<file path="src/rtl/cmp_pkg.sv">
// Shared result encoding and compare helper for the stream comparator.
package cmp_pkg;

  // Widest operand cmp_result can handle; callers extend operands to this width.
  localparam int unsigned CMP_MAX_W = 64;

  localparam logic [2:0] CMP_LT = 3'b100;
  localparam logic [2:0] CMP_EQ = 3'b010;
  localparam logic [2:0] CMP_GT = 3'b001;

  function automatic logic [2:0] cmp_result(input logic [CMP_MAX_W-1:0] a,
                                            input logic [CMP_MAX_W-1:0] b,
                                            input logic                 signed_mode);
    logic [CMP_MAX_W-1:0] ab;
    logic [CMP_MAX_W-1:0] bb;
    ab = a;
    bb = b;
    // Operands arrive sign-extended in signed mode; flipping the MSB maps
    // two's-complement order onto unsigned order.
    if (signed_mode) begin
      ab[CMP_MAX_W-1] = ~a[CMP_MAX_W-1];
      bb[CMP_MAX_W-1] = ~b[CMP_MAX_W-1];
    end
    if (ab < bb) begin
      return CMP_LT;
    end else if (ab == bb) begin
      return CMP_EQ;
    end else begin
      return CMP_GT;
    end
  endfunction

endpackage

</file>
<file path="src/rtl/cmp_sat_counter.sv">
// Saturating event counter with synchronous clear; clear takes priority over increment.
module cmp_sat_counter #(
  parameter int unsigned CNT_W = 8
) (
  input  logic             clk,
  input  logic             rst,
  input  logic             inc,
  input  logic             clr,
  output logic [CNT_W-1:0] count
);

  logic [CNT_W-1:0] count_q;
  logic [CNT_W-1:0] count_d;

  always_comb begin
    count_d = count_q;
    if (clr) begin
      count_d = '0;
    end else if (inc && (count_q != {CNT_W{1'b1}})) begin
      count_d = count_q + 1'b1;
    end
  end

  always_ff @(posedge clk) begin
    if (rst) begin
      count_q <= '0;
    end else begin
      count_q <= count_d;
    end
  end

  assign count = count_q;

endmodule

</file>
<file path="src/rtl/cmp_stream_comparator.sv">
// Registered magnitude comparator with valid/ready handshake and per-outcome counters.
// Optional signed compare port enabled by macro CMP_STREAM_SIGNED_EN. WIDTH must be <= 64.
module cmp_stream_comparator
  import cmp_pkg::*;
#(
  parameter int unsigned WIDTH = 4,
  parameter int unsigned CNT_W = 8
) (
  input  logic             clk,
  input  logic             rst,
  input  logic [WIDTH-1:0] A,
  input  logic [WIDTH-1:0] B,
`ifdef CMP_STREAM_SIGNED_EN
  input  logic             Signed_mode,
`endif
  input  logic             In_valid,
  output logic             In_ready,
  output logic             Less,
  output logic             Equal,
  output logic             Greater,
  output logic             Out_valid,
  input  logic             Out_ready,
  input  logic             Cnt_clear,
  output logic [CNT_W-1:0] Less_cnt,
  output logic [CNT_W-1:0] Equal_cnt,
  output logic [CNT_W-1:0] Greater_cnt
);

  logic signed_mode;
`ifdef CMP_STREAM_SIGNED_EN
  assign signed_mode = Signed_mode;
`else
  assign signed_mode = 1'b0;
`endif

  logic [CMP_MAX_W-1:0] a_ext;
  logic [CMP_MAX_W-1:0] b_ext;
  logic [2:0]           cmp_res;
  logic                 accept;
  logic [2:0]           res_q, res_d;
  logic                 valid_q, valid_d;

  always_comb begin
    a_ext            = {CMP_MAX_W{signed_mode & A[WIDTH-1]}};
    b_ext            = {CMP_MAX_W{signed_mode & B[WIDTH-1]}};
    a_ext[WIDTH-1:0] = A;
    b_ext[WIDTH-1:0] = B;
    cmp_res          = cmp_result(a_ext, b_ext, signed_mode);
  end

  assign In_ready = ~rst & (~valid_q | Out_ready);
  assign accept   = In_valid & In_ready;

  // Flags are cleared on drain so they read 0 whenever Out_valid is 0.
  always_comb begin
    res_d   = res_q;
    valid_d = valid_q;
    if (accept) begin
      res_d   = cmp_res;
      valid_d = 1'b1;
    end else if (Out_ready) begin
      res_d   = '0;
      valid_d = 1'b0;
    end
  end

  always_ff @(posedge clk) begin
    if (rst) begin
      res_q   <= '0;
      valid_q <= 1'b0;
    end else begin
      res_q   <= res_d;
      valid_q <= valid_d;
    end
  end

  assign {Less, Equal, Greater} = res_q;
  assign Out_valid              = valid_q;

  cmp_sat_counter #(.CNT_W(CNT_W)) u_less_cnt (
    .clk   (clk),
    .rst   (rst),
    .inc   (accept & cmp_res[2]),
    .clr   (Cnt_clear),
    .count (Less_cnt)
  );

  cmp_sat_counter #(.CNT_W(CNT_W)) u_equal_cnt (
    .clk   (clk),
    .rst   (rst),
    .inc   (accept & cmp_res[1]),
    .clr   (Cnt_clear),
    .count (Equal_cnt)
  );

  cmp_sat_counter #(.CNT_W(CNT_W)) u_greater_cnt (
    .clk   (clk),
    .rst   (rst),
    .inc   (accept & cmp_res[0]),
    .clr   (Cnt_clear),
    .count (Greater_cnt)
  );

endmodule
</file>
<file path="config.mk">
export PLATFORM = sky130hd
export DESIGN_NAME = cmp_stream_comparator
export DESIGN_NICKNAME = d
export VERILOG_FILES = /design/src/rtl/cmp_pkg.sv /design/src/rtl/cmp_sat_counter.sv /design/src/rtl/cmp_stream_comparator.sv
export SDC_FILE = /design/constraint.sdc
export NUM_CORES = 1
export LEC_CHECK = 0
export CAP_MARGIN = 40
export CORE_UTILIZATION = 42
export CTS_CLUSTER_DIAMETER = 120
export DETAILED_ROUTE_END_ITERATION = 8
export PLACE_DENSITY = 0.81
export SLEW_MARGIN = 20
export SYNTH_ARGS = -nofsm -noshare
export SYNTH_HDL_FRONTEND = slang
export SYNTH_SLANG_ARGS = --single-unit
</file>
<file path="constraint.sdc">
create_clock -name clk -period 2 [get_ports clk]
set_input_delay 0.4 -clock clk [delete_from_list [all_inputs] [get_ports clk]]
set_output_delay 0.4 -clock clk [all_outputs]
set_load 0.03 [all_outputs]
</file>
* Word-level counts from Yosys, hierarchy flattened
Cells that the tools add are included.
Storage, ports and cells: register bits after elaboration 28, bits of input ports 13, output and inout port bits 29
Cells by class: mux-type cells 6, add/subtract/negate cells 3, reduce and logical (&&, ||, !) cells 5, bitwise operators 8, equal/unequal tests 4, magnitude comparators 1
Operators with widths (count):
- adder 8 x 1 -> 8 bit (second input constant) | 3
- != test 8 bit (second input constant) | 3
- two-way mux 3 bit | 3
- AND 1 bit | 5
- equality test 4 bit | 1
- < comparator 4 bit | 1
- logical AND 1 bit | 3
- two-way mux 1 bit | 2
- two-way mux 2 bit | 1
- NOT 1 bit | 2
- nonzero test 2 bit | 1
- OR reduction 2 bit | 1
- bitwise OR 1 bit | 1

* Logic depth before layout (Yosys ltp)
word-level depth 6, mapped depth 8, depth with buffers taken out 7

* Hierarchy
Synthesis repeated with hierarchy kept, for this count alone.
Unflattened totals: cell total of the unflattened synthesis 177, area total of the unflattened synthesis 1606.5 µm²
By module, submodules not included:
- cmp_sat_counter | sequential area each 160.2 µm², cells an instance 47, times used 3, area an instance 435.4 µm²
- cmp_stream_comparator | sequential area each 80.1 µm², cells an instance 36, times used 1, area an instance 300.3 µm²

* Least setup slack after synthesis
No wires, ideal clock.
kind in2reg, from in B[1], to reg u_greater_cnt.count_q[2] (netlist: u_greater_cnt.count[2]), stages on the path 8, setup time 0.136 ns, path slack 0.043 ns, required time 1.864 ns, arrival time 1.820 ns, path buffers 1, cells stage by stage inv_1 > ha_1 > and2b_1 > o211ai_2 > a211o_1 > buf_2 > o311ai_0 > o41ai_1
On the way: word-level cells in the longest chain between the ends 5
Ends and longest elaborated chain:
- start, declared | line cmp_stream_comparator.sv:12 | input logic [WIDTH-1:0] B,
- branches (longest 2 deep; another with < comparator 4 bit)
- two-way mux 3 bit (*) | line cmp_pkg.sv:24 | if (ab < bb) begin
- AND 1 bit (*) | line cmp_stream_comparator.sv:99 | .inc (accept & cmp_res[0]),
- logical AND 1 bit (*) | line cmp_sat_counter.sv:19 | end else if (inc && (count_q != {CNT_W{1'b1}})) begin
- end signal, assigned | line cmp_sat_counter.sv:28 | count_q <= count_d;
- end, declared | line cmp_sat_counter.sv:12 | logic [CNT_W-1:0] count_q;
Mark *: on every way between the ends. A chain may end at the register's enable or synchronous reset.

* Worst setup path after layout
from in B[1], to reg u_greater_cnt.count_q[0] (netlist: u_greater_cnt.count[0])
The elaborated chain is that of the path after synthesis.

==> impl_metrics.json <==
{
  "status": "complete, no violations",
  "worst-endpoint-required_ns": 2.27,
  "timing.rr.start": "u_greater_cnt.count[1]$_SDFFE_PP0P_",
  "placedCellCount": 276,
  "synth_largest_type_area_fraction_pct": 38.55,
  "utilization_pct": 69.57,
  "vias_per_cell": 5.495,
  "grt_pass1_wl_um": 6417,
  "synth_cell_type_count": 40,
  "cp_max_fo": 5,
  "insertion_delay_ns": 0.33,
  "final.min_clock_period_ns": 1.981,
  "dp_hpwl_um": 2852,
  "p_total_w": 0.001035,
  "overflow": 0,
  "yosysWarnings": 0,
  "dieArea_um2": 3701,
  "clk_root_buffer_cell": "clkbuf_4",
  "period_share_pct": 99.04,
  "preCtsSetupSlack_ns": -0.5957,
  "cap_violations": 0,
  "internal_power_w": 0.0007721,
  "synth-seq-area-share_pct": 38.55,
  "htreeDepth": 1,
  "worstSetupEndpoint": "u_greater_cnt.count[0]$_SDFFE_PP0P_",
  "die_y_um": 60.84,
  "synth_async_sr_flop_share_pct": 0,
  "worst_r2r_path_depth": 5,
  "layout_setup_ws_ns": 0.01915,
  "cts_num_sinks": 28,
  "antenna_cells": 0,
  "postSynthAreaPerCell_um2": 8.356,
  "yosys.area.top_type": "dfxtp_1",
  "place_congestion": 0.8132,
  "crit_start": "B[1]",
  "tightest_slew_ns": 0.3638,
  "worstPathArrival_ns": 2.25,
  "synth-main-ff-cell": "dfxtp_1",
  "clockBufferDepth": 2,
  "core_um2": 3178,
  "synth_area_leaders": "dfxtp_1, ha_1, a21oi_1",
  "routedWlPerCell_um": 13.66,
  "clk_pin_slew_ns": 0.15,
  "cts_buffers": 3,
  "swShare_pct": 25.41,
  "num_rows": 20,
  "setup_tns_ns": 0,
  "syn-num-nets": 194,
  "cts_tree": "done",
  "power_frac_clock_pct": 27.1,
  "grt_pass1_vias": 1513,
  "ir_worst_vdd_mv": 0.3090,
  "ys_ff_latch": 28,
  "power.density_nw_per_um2": 468.2,
  "switching_power_w": 0.0002631,
  "startpoint_type": "primary input",
  "grt_usage_pct": 23.10,
  "layout.cells.most_common": "clkdlybuf4s50_1",
  "worstReg2RegEnd": "u_greater_cnt.count[5]$_SDFFE_PP0P_",
  "dieWidth_um": 60.84,
  "grt_max_degree": 16,
  "io_pins": 42,
  "synthCells": 174,
  "hold_path.class": "reg -> reg",
  "first_pass_iters": 4,
  "slew_headroom_pct": 75.66,
  "max_clock_freq_mhz": 504.8,
  "critPathKind": "in -> reg",
  "rrSetupSlack_ns": 0.14,
  "combPwrFrac_pct": 18.2,
  "p_seq_share_pct": 54.6,
  "synth_edf_count": 0,
  "skew_ns": 0.001897,
  "fin_cells": 285,
  "io_buffer_count": 41,
  "grt_antenna_before_repair": 0,
  "start_util_pct": 45.75,
  "syn_area_um2": 1454,
  "nets": 262,
  "wirelength_um": 3892,
  "leakage_nw": 0.8265,
  "slew_violations": 0,
  "setup_viol": 0,
  "areaGrowthSynthToFinish_pct": 52.07,
  "drcViolationCount": 0,
  "layout_common_cells": "clkdlybuf4s50_1, dfxtp_1, buf_4",
  "endpoint_kind": "flop",
  "route.vias.total": 1566,
  "drive_above_1_share_pct": 20.75,
  "dr.first_iter.drc_count": 89,
  "hold_violations": 0,
  "antenna_left": 0
}
cells by family (layout without fill, tap and decap cells):
group	after synthesis	after routing	share of synthesized area, %
and+or+nand+nor	80	80	29.86
AOI/OAI and AO/OA	40	40	18.07
DFF	28	28	38.55
buffers and inverters	12	79	3.184
adders and majority gates	7	7	6.024
xor gates and xnor gates	6	6	3.614
muxes	1	1	0.6885
worst min-delay path by stage:
stage / startpoint / end / slack [ns] / depth (start not counted)
3_5_place_dp: res_q[2]$_SDFFE_PP0P_ / res_q[2]$_SDFFE_PP0P_ / 0.47 / 2
2_1_floorplan: rst / res_q[0]$_SDFFE_PP0P_ / 0.47 / 1
5_1_grt: res_q[2]$_SDFFE_PP0P_ / res_q[2]$_SDFFE_PP0P_ / 0.51 / 2
6_report: res_q[2]$_SDFFE_PP0P_ / res_q[2]$_SDFFE_PP0P_ / 0.50 / 2
4_1_cts: res_q[2]$_SDFFE_PP0P_ / res_q[2]$_SDFFE_PP0P_ / 0.49 / 2
3_3_place_gp: res_q[2]$_SDFFE_PP0P_ / res_q[2]$_SDFFE_PP0P_ / 0.45 / 2
power groups by stage:
stage / registers, W / clock network (W) / logic (W)
floorplan: 0.000587 / 0 / 0.0000620
global placement: 0.000578 / 0 / 0.000154
CTS: 0.000566 / 0.000286 / 0.000183
detailed placement: 0.000578 / 0 / 0.000158
finish: 0.000566 / 0.000281 / 0.000189
global route: 0.000566 / 0.000305 / 0.000205
area by class of cell:
cell class | instances | area, um^2
fillers | 256 | 967.2
multi-input cells | 134 | 919.6
repair buffers | 67 | 609.3
flip-flops and latches | 28 | 560.5
well taps | 44 | 55.05
clock buffers | 4 | 36.28
inverters | 8 | 30.03
worst max-delay path: stages:
cell and delay [ns]:
dlygate4sd2_1 0.19, inv_1 0.04, ha_1 0.29, and2b_2 0.18, o211ai_4 0.10, a211o_1 0.36, buf_6 0.15, or3_4 0.38
a21oi_2 0.16
registers in the layout (all words and copies together), names as in the netlist:
register	cells
u_greater_cnt.count	8
Out_valid	1
u_less_cnt.count	8
res_q	3
u_equal_cnt.count	8
repair_timing:
| item | in CTS | in global routing |
|---|---|---|
| setup buffers | 5 | 0 |
| pin swaps | 8 | 5 |
| resized for setup | 18 | 8 |
| hold buffers | 0 | 0 |
| setup endpoints to repair | 16 | 12 |
cell usage after synthesis, types with 2 or more instances:
cell and n:
nor3_1 8, nor4_1 2, xnor2_1 6, o21ai_0 8, dfxtp_1 28, a31oi_1 3
a21oi_1 13, nor2_1 16, o311ai_0 2, or3_1 5, o31ai_1 2, a211oi_1 3
nand4_1 2, clkbuf_1 3, o41ai_1 2, and3_1 7, nand2_1 14, nand3_1 11
or4_1 3, inv_1 8, and4_1 3, ha_1 7
routing by layer:
metal / GRT usage (%) / vias up / share of wire [%]
met4: 10.06 / 0 / 1.7
met3: 2.132 / 6 / 3.0
met5: 0 / - / 0
li1: - / 782 / -
met2: 39.40 / 45 / 50
met1: 29.75 / 733 / 45
per-stage QoR:
| stage | area (um^2) | hold slack, ns |
|---|---|---|
| final | 2211 | 0.4973 |
| after global routing | 2211 | 0.5130 |
| after CTS | 2188 | 0.4896 |
| after detailed placement | 2058 | 0.4695 |
| after global placement | 2058 | 0.4524 |
| after floorplan | 1454 | 0.4691 |
Note: power is estimated with default switching activity, not from simulation.
